`src/rtl/csa_mult_pkg.sv`:
```
// Shared types and defaults for the carry-save iterative multiplier.
package csa_mult_pkg;
   localparam int DEF_WIDTH = 32;

   typedef enum logic [1:0] {
      IDLE    = 2'd0,
      REDUCE  = 2'd1,
      RESOLVE = 2'd2,
      DONE    = 2'd3
   } csa_state_t;
endpackage

```
`src/rtl/csa_row.sv`:
```
// One row of independent full-adder cells: x + y + z == s + 2*c, bitwise.
module csa_row #(
   parameter int WIDTH = 8
) (
   input  logic [WIDTH-1:0] x,
   input  logic [WIDTH-1:0] y,
   input  logic [WIDTH-1:0] z,
   output logic [WIDTH-1:0] s,
   output logic [WIDTH-1:0] c
);
   for (genvar i = 0; i < WIDTH; i++) begin : g_fa
      assign s[i] = x[i] ^ y[i] ^ z[i];
      assign c[i] = (x[i] & y[i]) | (x[i] & z[i]) | (y[i] & z[i]);
   end
endmodule

```
`src/rtl/csa_mult_sequencer.sv`:
```
// Iterative unsigned multiplier: one partial product per cycle through a shared
// carry-save row, then one carry-propagate add. Optional: CSA_MULT_EARLY_TERM_EN.
module csa_mult_sequencer
   import csa_mult_pkg::*;
#(
   parameter int WIDTH = DEF_WIDTH,
   parameter int CNT_W = $clog2(WIDTH + 1)
) (
   input  logic               clk,
   input  logic               rst,
   input  logic               in_valid,
   output logic               in_ready,
   input  logic [WIDTH-1:0]   a,
   input  logic [WIDTH-1:0]   b,
   output logic               out_valid,
   input  logic               out_ready,
   output logic [2*WIDTH-1:0] product,
   output logic               busy
);
   localparam int PW = 2 * WIDTH;

   csa_state_t       state_q, state_d;
   logic [PW-1:0]    mcand_q, mcand_d;
   logic [WIDTH-1:0] mplier_q, mplier_d;
   logic [PW-1:0]    sum_q, sum_d;
   logic [PW-1:0]    carry_q, carry_d;
   logic [CNT_W-1:0] cnt_q, cnt_d;
   logic [PW-1:0]    product_q, product_d;
   logic             out_valid_q, out_valid_d;

   logic [PW-1:0]    pp;
   logic [PW-1:0]    csa_s;
   logic [PW-1:0]    csa_c;
   logic [WIDTH-1:0] mplier_shift;
   logic             last_pp;

   assign pp           = mplier_q[0] ? mcand_q : '0;
   assign mplier_shift = mplier_q >> 1;

   csa_row #(.WIDTH(PW)) u_row (
      .x (sum_q),
      .y (carry_q),
      .z (pp),
      .s (csa_s),
      .c (csa_c)
   );

`ifdef CSA_MULT_EARLY_TERM_EN
   // Stop once no set multiplier bits remain to be folded in.
   assign last_pp = (mplier_shift == '0) || (cnt_q == CNT_W'(WIDTH - 1));
`else
   assign last_pp = (cnt_q == CNT_W'(WIDTH - 1));
`endif

   always_ff @(posedge clk) begin
      if (rst) begin
         state_q     <= IDLE;
         mcand_q     <= '0;
         mplier_q    <= '0;
         sum_q       <= '0;
         carry_q     <= '0;
         cnt_q       <= '0;
         product_q   <= '0;
         out_valid_q <= 1'b0;
      end else begin
         state_q     <= state_d;
         mcand_q     <= mcand_d;
         mplier_q    <= mplier_d;
         sum_q       <= sum_d;
         carry_q     <= carry_d;
         cnt_q       <= cnt_d;
         product_q   <= product_d;
         out_valid_q <= out_valid_d;
      end
   end

   always_comb begin
      state_d     = state_q;
      mcand_d     = mcand_q;
      mplier_d    = mplier_q;
      sum_d       = sum_q;
      carry_d     = carry_q;
      cnt_d       = cnt_q;
      product_d   = product_q;
      out_valid_d = out_valid_q;
      unique case (state_q)
         IDLE: begin
            if (in_valid) begin
               mcand_d  = {{WIDTH{1'b0}}, a};
               mplier_d = b;
               sum_d    = '0;
               carry_d  = '0;
               cnt_d    = '0;
               state_d  = REDUCE;
`ifdef CSA_MULT_EARLY_TERM_EN
               if (b == '0) state_d = RESOLVE;
`endif
            end
         end
         REDUCE: begin
            // Carries carry weight 2; the bit shifted out is beyond the product width.
            sum_d    = csa_s;
            carry_d  = csa_c << 1;
            mcand_d  = mcand_q << 1;
            mplier_d = mplier_shift;
            cnt_d    = cnt_q + CNT_W'(1);
            if (last_pp) state_d = RESOLVE;
         end
         RESOLVE: begin
            product_d   = sum_q + carry_q;
            out_valid_d = 1'b1;
            state_d     = DONE;
         end
         DONE: begin
            if (out_ready) begin
               out_valid_d = 1'b0;
               state_d     = IDLE;
            end
         end
         default: state_d = IDLE;
      endcase
   end

   assign in_ready  = (state_q == IDLE);
   assign busy      = (state_q != IDLE);
   assign out_valid = out_valid_q;
   assign product   = product_q;
endmodule

```
`config.mk`:
```
export PLATFORM = sky130hd
export DESIGN_NAME = csa_mult_sequencer
export DESIGN_NICKNAME = d
export VERILOG_FILES = /design/src/rtl/csa_mult_pkg.sv /design/src/rtl/csa_row.sv /design/src/rtl/csa_mult_sequencer.sv
export SDC_FILE = /design/constraint.sdc
export NUM_CORES = 1
export LEC_CHECK = 0
export BUFFER_PORTS_ARGS = -buffer_cell sky130_fd_sc_hd__buf_2
export CORE_ASPECT_RATIO = 0.75
export CORE_UTILIZATION = 45
export DETAILED_ROUTE_END_ITERATION = 16
export HOLD_SLACK_MARGIN = 0.08
export PLACE_DENSITY = 0.69
export RECOVER_POWER = 50
export SETUP_SLACK_MARGIN = 0.05
export SYNTH_ARGS = -nofsm -noshare
export SYNTH_HDL_FRONTEND = slang
export SYNTH_SLANG_ARGS = --single-unit
export TNS_END_PERCENT = 5
```
`constraint.sdc`:
```
create_clock -name clk -period 4.86 [get_ports clk]
set_input_delay 0.729 -clock clk [delete_from_list [all_inputs] [get_ports clk]]
set_output_delay 0.729 -clock clk [all_outputs]
set_load 0.01 [all_outputs]
```
After elaboration in Yosys (flattened, before gate mapping)
Index checks and enable logic that the tools add are counted.
{"block": "word_totals", "mem_bits_rw": 0, "register_bits": 297, "latch_bits": 0, "mem_bits_ro": 0, "n_memories": 0}
{"block": "classes", "bitwise_logic": 443, "n_mul": 0, "addsub": 2, "div_mod_pow": 0, "n_eq_ne": 7, "shift": 0, "order_cmp": 0, "reduce_logical": 7, "mux": 16}
{"operator": "$pmux 64 s2", "count": 3}
{"operator": "$mux 64", "count": 3}
{"operator": "$and 1x1->1", "count": 189}
{"operator": "$xor 1x1->1", "count": 128}
{"operator": "$or 1x1->1", "count": 126}
{"operator": "$add 64x64->64", "count": 1}
{"operator": "$pmux 32 s2", "count": 1}
{"operator": "$mux 32", "count": 1}
{"operator": "$pmux 6 s2", "count": 1}
{"operator": "$pmux 2 s4", "count": 1}
{"operator": "$add 6x1->6 const B", "count": 1}
{"operator": "$eq 6x5->1 const B", "count": 1}
{"operator": "$mux 2", "count": 3}
{"operator": "$mux 6", "count": 1}
{"operator": "$ne 2x2->1 const B", "count": 3}
{"operator": "$reduce_bool 2->1", "count": 3}
{"operator": "$eq 2x2->1 const B", "count": 2}
{"operator": "$reduce_and 2->1", "count": 2}
{"operator": "$reduce_and 3->1", "count": 1}
{"operator": "$eq 2x1->1 const B", "count": 1}
{"operator": "$logic_not 2->1", "count": 1}
{"operator": "$pmux 1 s2", "count": 1}
{"operator": "$mux 1", "count": 1}

Longest topological paths before layout
Gate-level depths: netlist (run 1).
{"block": "logic_depth", "word_depth": 5, "ltp_mapped": 13, "ltp_nobuf": 13}

Cells and area by module
From an unflattened synthesis (run 1), not the netlist that was laid out.
{"block": "unflattened", "hier_cells": 1780, "hier_area_um2": 16001.6}
{"mod": "csa_mult_sequencer", "area_per_inst_um2": 14720.4, "instances": 1, "cells_per_inst": 1716, "seq_area_each_um2": 5925.7}
{"mod": "csa_row", "area_per_inst_um2": 1281.2, "instances": 1, "cells_per_inst": 64, "seq_area_each_um2": 0.0}

Worst setup path after synthesis (run 1)
OpenSTA, ideal clock, no wires.
{"block": "synth_timing", "path_type": "register -> register", "from": "register sum_q[1]", "to": "register product_q[57], in the netlist product[57]", "setup_slack_ps": 1837, "n_path_buf": 0, "t_arrival_ps": 2896, "period_less_slack_ps": 3023, "path_stages_with_launch": 14, "cell_sequence": "dfxtp_1 > ha_1 > inv_1 > fa_1 > nor2b_1 > o2111ai_1 > a211o_1 > a21boi_2 > o21a_4 > o31ai_4 > a211oi_4 > o211ai_2 > mux2i_1 > or3_1"}
{"block": "synth_via", "elab_chain_cells": 1}
{"item": "from (decl)", "line": "csa_mult_sequencer.sv:25", "source": "logic [PW-1:0] sum_q, sum_d;"}
{"item": "from (signal assigned)", "line": "csa_mult_sequencer.sv:69", "source": "sum_q <= sum_d;"}
{"item": "$add 64x64->64", "line": "csa_mult_sequencer.sv:110", "source": "product_d = sum_q + carry_q;"}
{"item": "to (signal assigned)", "line": "csa_mult_sequencer.sv:72", "source": "product_q <= product_d;"}
{"item": "to (decl)", "line": "csa_mult_sequencer.sv:28", "source": "logic [PW-1:0] product_q, product_d;"}
Every way passes these cells.
A chain may end at the register's enable or synchronous reset.

Worst setup path in the final report (run 1)
{"block": "layout_timing", "from": "register state_q[0]", "to": "register product_q[63], in the netlist product[63]"}
{"block": "layout_via", "elab_chain_cells": 1}
{"item": "from (decl)", "line": "csa_mult_sequencer.sv:22", "source": "csa_state_t state_q, state_d;"}
{"item": "from (signal assigned)", "line": "csa_mult_sequencer.sv:66", "source": "state_q <= state_d;"}
{"item": "$eq 2x2->1", "line": "csa_mult_sequencer.sv:86", "source": "unique case (state_q)"}
Every way passes these cells.

==> results of run 1 <==
==> layout by cell type, fill, tap and decap left out, types with 68 or more instances in the layout <==
cell        n
nor2_1    315
dfxtp_1   296
a22oi_1   161
a21oi_1    76
nor3_1     74
and2_1     70
clkbuf_1   69
ha_1       68
==> where the power goes <==
group / internal, uW / leakage (uW) / switching, uW
registers: 2730 / 0.00240 / 241
clock network: 1560 / 0.000556 / 1020
logic: 703 / 0.00428 / 1490
total: 5000 / 0.00723 / 2750
==> layout make-up <==
type | count | area, sq um | area share
multi-input cells | 1335 | 9240 | 0.524
flip-flops and latches | 296 | 5930 | 0.336
clock buffers | 39 | 855 | 0.0485
repair buffers | 145 | 704 | 0.0400
well taps | 450 | 563 | 0.0319
clock inverters | 17 | 262 | 0.0148
inverters | 22 | 82.6 | 0.00468
==> worst min-delay path by stage <==
stage,start,end,cells past startpoint
2_1_floorplan,sum_q[63]$_SDFFE_PP0P_,sum_q[63]$_SDFFE_PP0P_,1
3_3_place_gp,product[55]$_SDFFE_PP0P_,product[55]$_SDFFE_PP0P_,2
3_5_place_dp,product[55]$_SDFFE_PP0P_,product[55]$_SDFFE_PP0P_,2
4_1_cts,a[0],mcand_q[0]$_SDFFE_PP0P_,3
5_1_grt,a[0],mcand_q[0]$_SDFFE_PP0P_,3
6_report,a[0],mcand_q[0]$_SDFFE_PP0P_,3
==> cells by family after synthesis <==
group / share of synthesized area
flops: 0.377
fa+ha+maj: 0.134
simple gates: 0.190
buf+inv: 0.0368
mux: 0.0293
compound gates: 0.203
xor+xnor: 0.0290
==> state kept, by name (all words and copies together) (netlist names) <==
name / cells
out_valid: 1
cnt_q: 6
mcand_q: 64
product: 64
mplier_q: 32
carry_q: 63
state_q: 2
sum_q: 64
==> through the flow <==
| step | total power (uW) | cells | utilization | hold slack, ns |
|---|---|---|---|---|
| floorplan | 4560 | 1783 | - | 0.468 |
| global placement | 5140 | 2248 | 0.489 | 0.454 |
| detailed placement | 5210 | 2248 | 0.489 | 0.458 |
| CTS | 7800 | 2304 | 0.522 | 0.373 |
| global route | 8170 | 2304 | 0.519 | 0.414 |
| finish | 7740 | 2304 | 0.519 | 0.396 |
==> critical path, delay by kind of cell, from the launching register on <==
kind                     cells  cell delay (ns)
buffers and inverters        2             1.50
adder cells (fa/ha/maj)      1             1.13
AO/OA/AOI/OAI                1             0.19
AND/OR/NAND/NOR              1             0.08
flip-flops                   1             0.33
multiplexers                 2             0.40
==> routing by layer <==
metal,GRT usage,wire (um),share of wire,up-vias
met1,0.329,19600,0.48,6324
li1,-,-,-,6480
met3,0.0381,2390,0.059,64
met4,0.0576,1010,0.025,2
met5,0,13,0.00032,-
met2,0.342,17400,0.43,407
==> results.sh, run 1 <==
export IMPL_postSynthCellCount=1783
export IMPL_min_path_type="in -> reg"
export IMPL_crit_arrival_ns=4.21
export IMPL_ioPinCount=135
export IMPL_grt_ovfl_total=0
export IMPL_path_common_cell="mux2i_1"
export IMPL_holdBufCountCts=0
export IMPL_rows=58
export IMPL_syn_to_final_growth_pct=12.2
export IMPL_dr_first_iter_drc_count=1078
export IMPL_yosysMostFrequentCell="nor2_1"
export IMPL_synth_cell_types=69
export IMPL_grt_start_max_net_pins=163
export IMPL_fillers=3182
export IMPL_place_detailed_hpwl_um=28200
export IMPL_crit_required_ns=5.32
export IMPL_clk_pin_slew_ns=0.06
export IMPL_max_slew_margin=-1.26
export IMPL_worstMarginPinSlew_ns=3.39
export IMPL_fp_dieH_um=164
export IMPL_cp_startpoint="state_q[0]$_SDFFE_PP0P_"
export IMPL_cts_path_max_buffers=3
export IMPL_synth_top_area_share=0.377
export IMPL_grt_pass1_vias=12400
export IMPL_path_class="reg -> reg"
export IMPL_finalWeightedCongestion=0.958
export IMPL_cts_resized=0
export IMPL_synth_main_ff_cell="dfxtp_1"
export IMPL_power_density_nw_per_um2=439
export IMPL_min_period_ns=3.75
export IMPL_cts_sinks=296
export IMPL_drt_first_pass_iters=5
export IMPL_reg2reg_depth=7
export IMPL_clockRootBuffer="clkbuf_16"
export IMPL_slowest_delay_ns=1.40
export IMPL_place_area_sq_um=16600
export IMPL_synthArstFlopShare=0
export IMPL_r2r_start="state_q[0]$_SDFFE_PP0P_"
export IMPL_grt_use_total=0.225
export IMPL_drive_gt1_frac=0.0836
export IMPL_antenna_found_initial=1
export IMPL_drv_cap=2
export IMPL_synth_top_area_cell="dfxtp_1"
export IMPL_tns_ns=0
export IMPL_drt_total_wl_um=40500
export IMPL_postRouteAntennaNets=0
export IMPL_cts_buffers=30
export IMPL_status="complete, but fails checks"
export IMPL_irDropWorstVdd_mv=0.408
export IMPL_dieArea_sq_um=35700
export IMPL_grt_pass1_wl_um=65600
export IMPL_port_buffers=134
export IMPL_dieWidth_um=218
export IMPL_rsz0062_at_grt="false"
export IMPL_via_count=13300
export IMPL_setup_slack_ns=1.11
export IMPL_viasPerCell=5.76
export IMPL_core_sq_um=34000
export IMPL_cts_tree="yes"
export IMPL_avgRoutedWirePerCell_um=17.6
export IMPL_fin_crit_sh=0.772
export IMPL_pre_cts_ws_ns=1.43
export IMPL_hold_viol_final=0
export IMPL_worstSkewPairLatency_ns=0.58
export IMPL_cts_max_level=1
export IMPL_crit_path_end_kind="flip-flop"
export IMPL_r2r_end="product[63]$_SDFFE_PP0P_"
export IMPL_n_antenna_cell=0
export IMPL_slew_viol_final=229
export IMPL_r2r_slack_ns=1.11
export IMPL_ys_ff_latch=296
export IMPL_crit_end="product[63]$_SDFFE_PP0P_"
export IMPL_syn_area_sq_um=15700
export IMPL_post_route_drc_count=0
export IMPL_syn_mean_instance_area_sq_um=8.81
export IMPL_yosysWarnings=0
export IMPL_worstPathCellList="inv_1, ha_1, clkbuf_2, mux2i_1, nor2_1, o21ai_0, mux2i_1"
export IMPL_startpoint_type="flip-flop"
export IMPL_violations="capacitance limit, slew limit"
export IMPL_max_freq_mhz=266
export IMPL_ys_seq_area_frac=0.377
export IMPL_synth_edff_count=0
export IMPL_cp_slowest_cell="clkbuf_2"
export IMPL_p_leak_uw=0.00723
export IMPL_synth_area_leaders="dfxtp_1 38%, fa_1 8.0%, a22oi_1 7.7%"
export IMPL_clock_skew_ns=0.0267
export IMPL_syn_num_nets=1982
export IMPL_synth_common_cells="315 x nor2_1, 296 x dfxtp_1, 161 x a22oi_1"
export IMPL_cts_setup_buffers=0
export IMPL_cp_max_fo=65
export IMPL_post_route_cell_area_sq_um=17600
export IMPL_nNetsFinal=2029
export IMPL_initial_core_util=0.462
export IMPL_setup_viol=0
Note: power is estimated with default switching activity, not from simulation.
==> run 2, diff against run 1 <==
Settings changed: PLACE_DENSITY 0.69 to 0.71.
Clock period 4.86 ns to 3.32 ns, I/O delays scaled along.
==> results.sh, run 2 (synthesis gave the netlist of run 1 again) <==
export IMPL_cts_tree="yes"
export IMPL_min_path_type="in -> reg"
export IMPL_cp_slowest_cell="fa_2"
export IMPL_antenna_found_initial=2
export IMPL_crit_path_end_kind="flip-flop"
export IMPL_crit_family="compound AO/OA/AOI/OAI gates"
export IMPL_drt_total_wl_um=40600
export IMPL_fp_dieH_um=164
export IMPL_worstSkewPairLatency_ns=0.58
export IMPL_grt_pass1_vias=12700
export IMPL_status="finished clean"
export IMPL_holdCritStartpoint="a[0]"
export IMPL_avgRoutedWirePerCell_um=17.4
export IMPL_post_route_cell_area_sq_um=18000
export IMPL_min_period_ns=3.22
export IMPL_fin_cells=2334
export IMPL_hold_viol_final=0
export IMPL_crit_buf_inv=1
export IMPL_nNetsFinal=2062
export IMPL_place_area_sq_um=16900
export IMPL_rows=58
export IMPL_dieWidth_um=218
export IMPL_syn_to_final_growth_pct=14.4
export IMPL_max_freq_mhz=311
export IMPL_mostFrequentLayoutCells="315 x nor2_1, 294 x dfxtp_1, 161 x a22oi_1, 132 x buf_2, 75 x a21oi_1"
export IMPL_reg2reg_depth=13
export IMPL_slowest_delay_ns=0.43
export IMPL_power_density_nw_per_um2=619
export IMPL_critical_path_depth=13
export IMPL_setup_viol=0
export IMPL_drv_cap=0
export IMPL_hold_depth=3
export IMPL_placed_cells=2278
export IMPL_post_route_drc_count=0
export IMPL_cp_startpoint="sum_q[1]$_SDFFE_PP0P_"
export IMPL_worstMarginPinSlew_ns=0.715
export IMPL_dieArea_sq_um=35700
export IMPL_cts_sinks=296
export IMPL_clock_skew_ns=0.0178
export IMPL_viasPerCell=5.76
export IMPL_place_detailed_hpwl_um=28600
export IMPL_grt_start_max_net_pins=108
export IMPL_irDropWorstVdd_mv=0.605
export IMPL_slew_viol_final=0
export IMPL_postRouteAntennaNets=0
export IMPL_worstPathCellList="ha_4, inv_1, fa_2, nor2b_4, o2111ai_2, a211o_1, a21boi_2, o21a_4, o31ai_4, a211oi_4, o211ai_2, mux2i_1, or3_1"
export IMPL_final_common_cell="nor2_1"
export IMPL_clk_pin_slew_ns=0.06
export IMPL_fin_crit_sh=0.969
export IMPL_cts_max_level=1
export IMPL_finalWeightedCongestion=0.952
export IMPL_pre_cts_ws_ns=0.0315
export IMPL_core_sq_um=34000
export IMPL_drt_first_pass_iters=5
export IMPL_ioPinCount=135
export IMPL_initial_core_util=0.462
export IMPL_cts_buffers=30
export IMPL_crit_arrival_ns=3.67
export IMPL_drive_gt1_frac=0.138
export IMPL_r2r_start="sum_q[1]$_SDFFE_PP0P_"
export IMPL_dr_first_iter_drc_count=1006
export IMPL_crit_required_ns=3.78
export IMPL_cp_max_fo=4
export IMPL_path_class="reg -> reg"
export IMPL_port_buffers=134
export IMPL_rsz0062_at_grt="true"
export IMPL_setup_slack_ns=0.104
export IMPL_via_count=13500
export IMPL_grt_use_total=0.226
export IMPL_grt_pass1_wl_um=66400
export IMPL_grt_ovfl_total=0
export IMPL_clockRootBuffer="clkbuf_16"
export IMPL_cts_path_max_buffers=3
export IMPL_p_leak_uw=0.00765
export IMPL_max_slew_margin=0.523
export IMPL_startpoint_type="flip-flop"
## run 2: cell types whose count changed in the layout (fill, tap and decap cells not counted), sizes merged
| cell | before | now |
|---|---|---|
| clkinv | 11 | 5 |
| clkbuf | 108 | 44 |
| buf | 76 | 177 |
| inv | 22 | 24 |
| bufinv | 6 | 2 |
| diode | 0 | 1 |
## run 2: worst min-delay path, delay by kind of cell
| kind | cells | cell delay [ns] |
|---|---|---|
| AND/OR/NAND/NOR | 1 | 0.07 |
| AO/OA/AOI/OAI | 1 | 0.05 |
| buffers and inverters | 1 | 0.08 |
## run 2: path summary, 6_finish.rpt
path / endpoint / slack [ns]
setup / recovery: product[57]$_SDFFE_PP0P_ / 0.10
hold reg to reg: product[20]$_SDFFE_PP0P_ / 0.47
setup reg to reg: product[57]$_SDFFE_PP0P_ / 0.10
hold / removal: mcand_q[0]$_SDFFE_PP0P_ / 0.16
## run 2: metal layers
metal	part of all wire	routed length, um	GRT usage
met4	0.023	920	0.0535
met5	0.00032	13	0
met2	0.45	18200	0.353
met3	0.053	2170	0.0348
met1	0.48	19300	0.326
## run 2: metrics by stage
stage               hold WS (ns)  utilization  total power, uW  setup TNS [ns]
global route               0.157        0.529            11700          -0.129
finish                     0.163        0.529            11100               0
floorplan                  0.468            -             6680               0
global placement           0.463        0.497             7640               0
CTS                        0.145        0.527            11200               0
detailed placement         0.463        0.497             7750               0
## run 2: power breakdown
part	internal [uW]	switching [uW]	leakage, uW	total (uW)
Sequential	4000	319	0.00240	4320
Combinational	1130	2260	0.00476	3390
Clock	1970	1450	0.000487	3410
Total	7100	4020	0.00765	11100
## run 2: area by class of cell
| type | count | area, sq um |
|---|---|---|
| diodes | 1 | 2.50 |
| clock inverters | 9 | 114 |
| inverters | 22 | 82.6 |
| repair buffers | 178 | 1100 |
| multi-input cells | 1335 | 9320 |
| fillers | 3126 | 16000 |
| flip-flops and latches | 296 | 5930 |
| clock buffers | 43 | 870 |
| well taps | 450 | 563 |
## run 2: timing repair
action | CTS | global route
pin swaps | 3 | 9
setup endpoints to repair | 2 | 21
gates resized for setup | 0 | 18
setup buffers | 1 | 2
hold buffers | 0 | 0
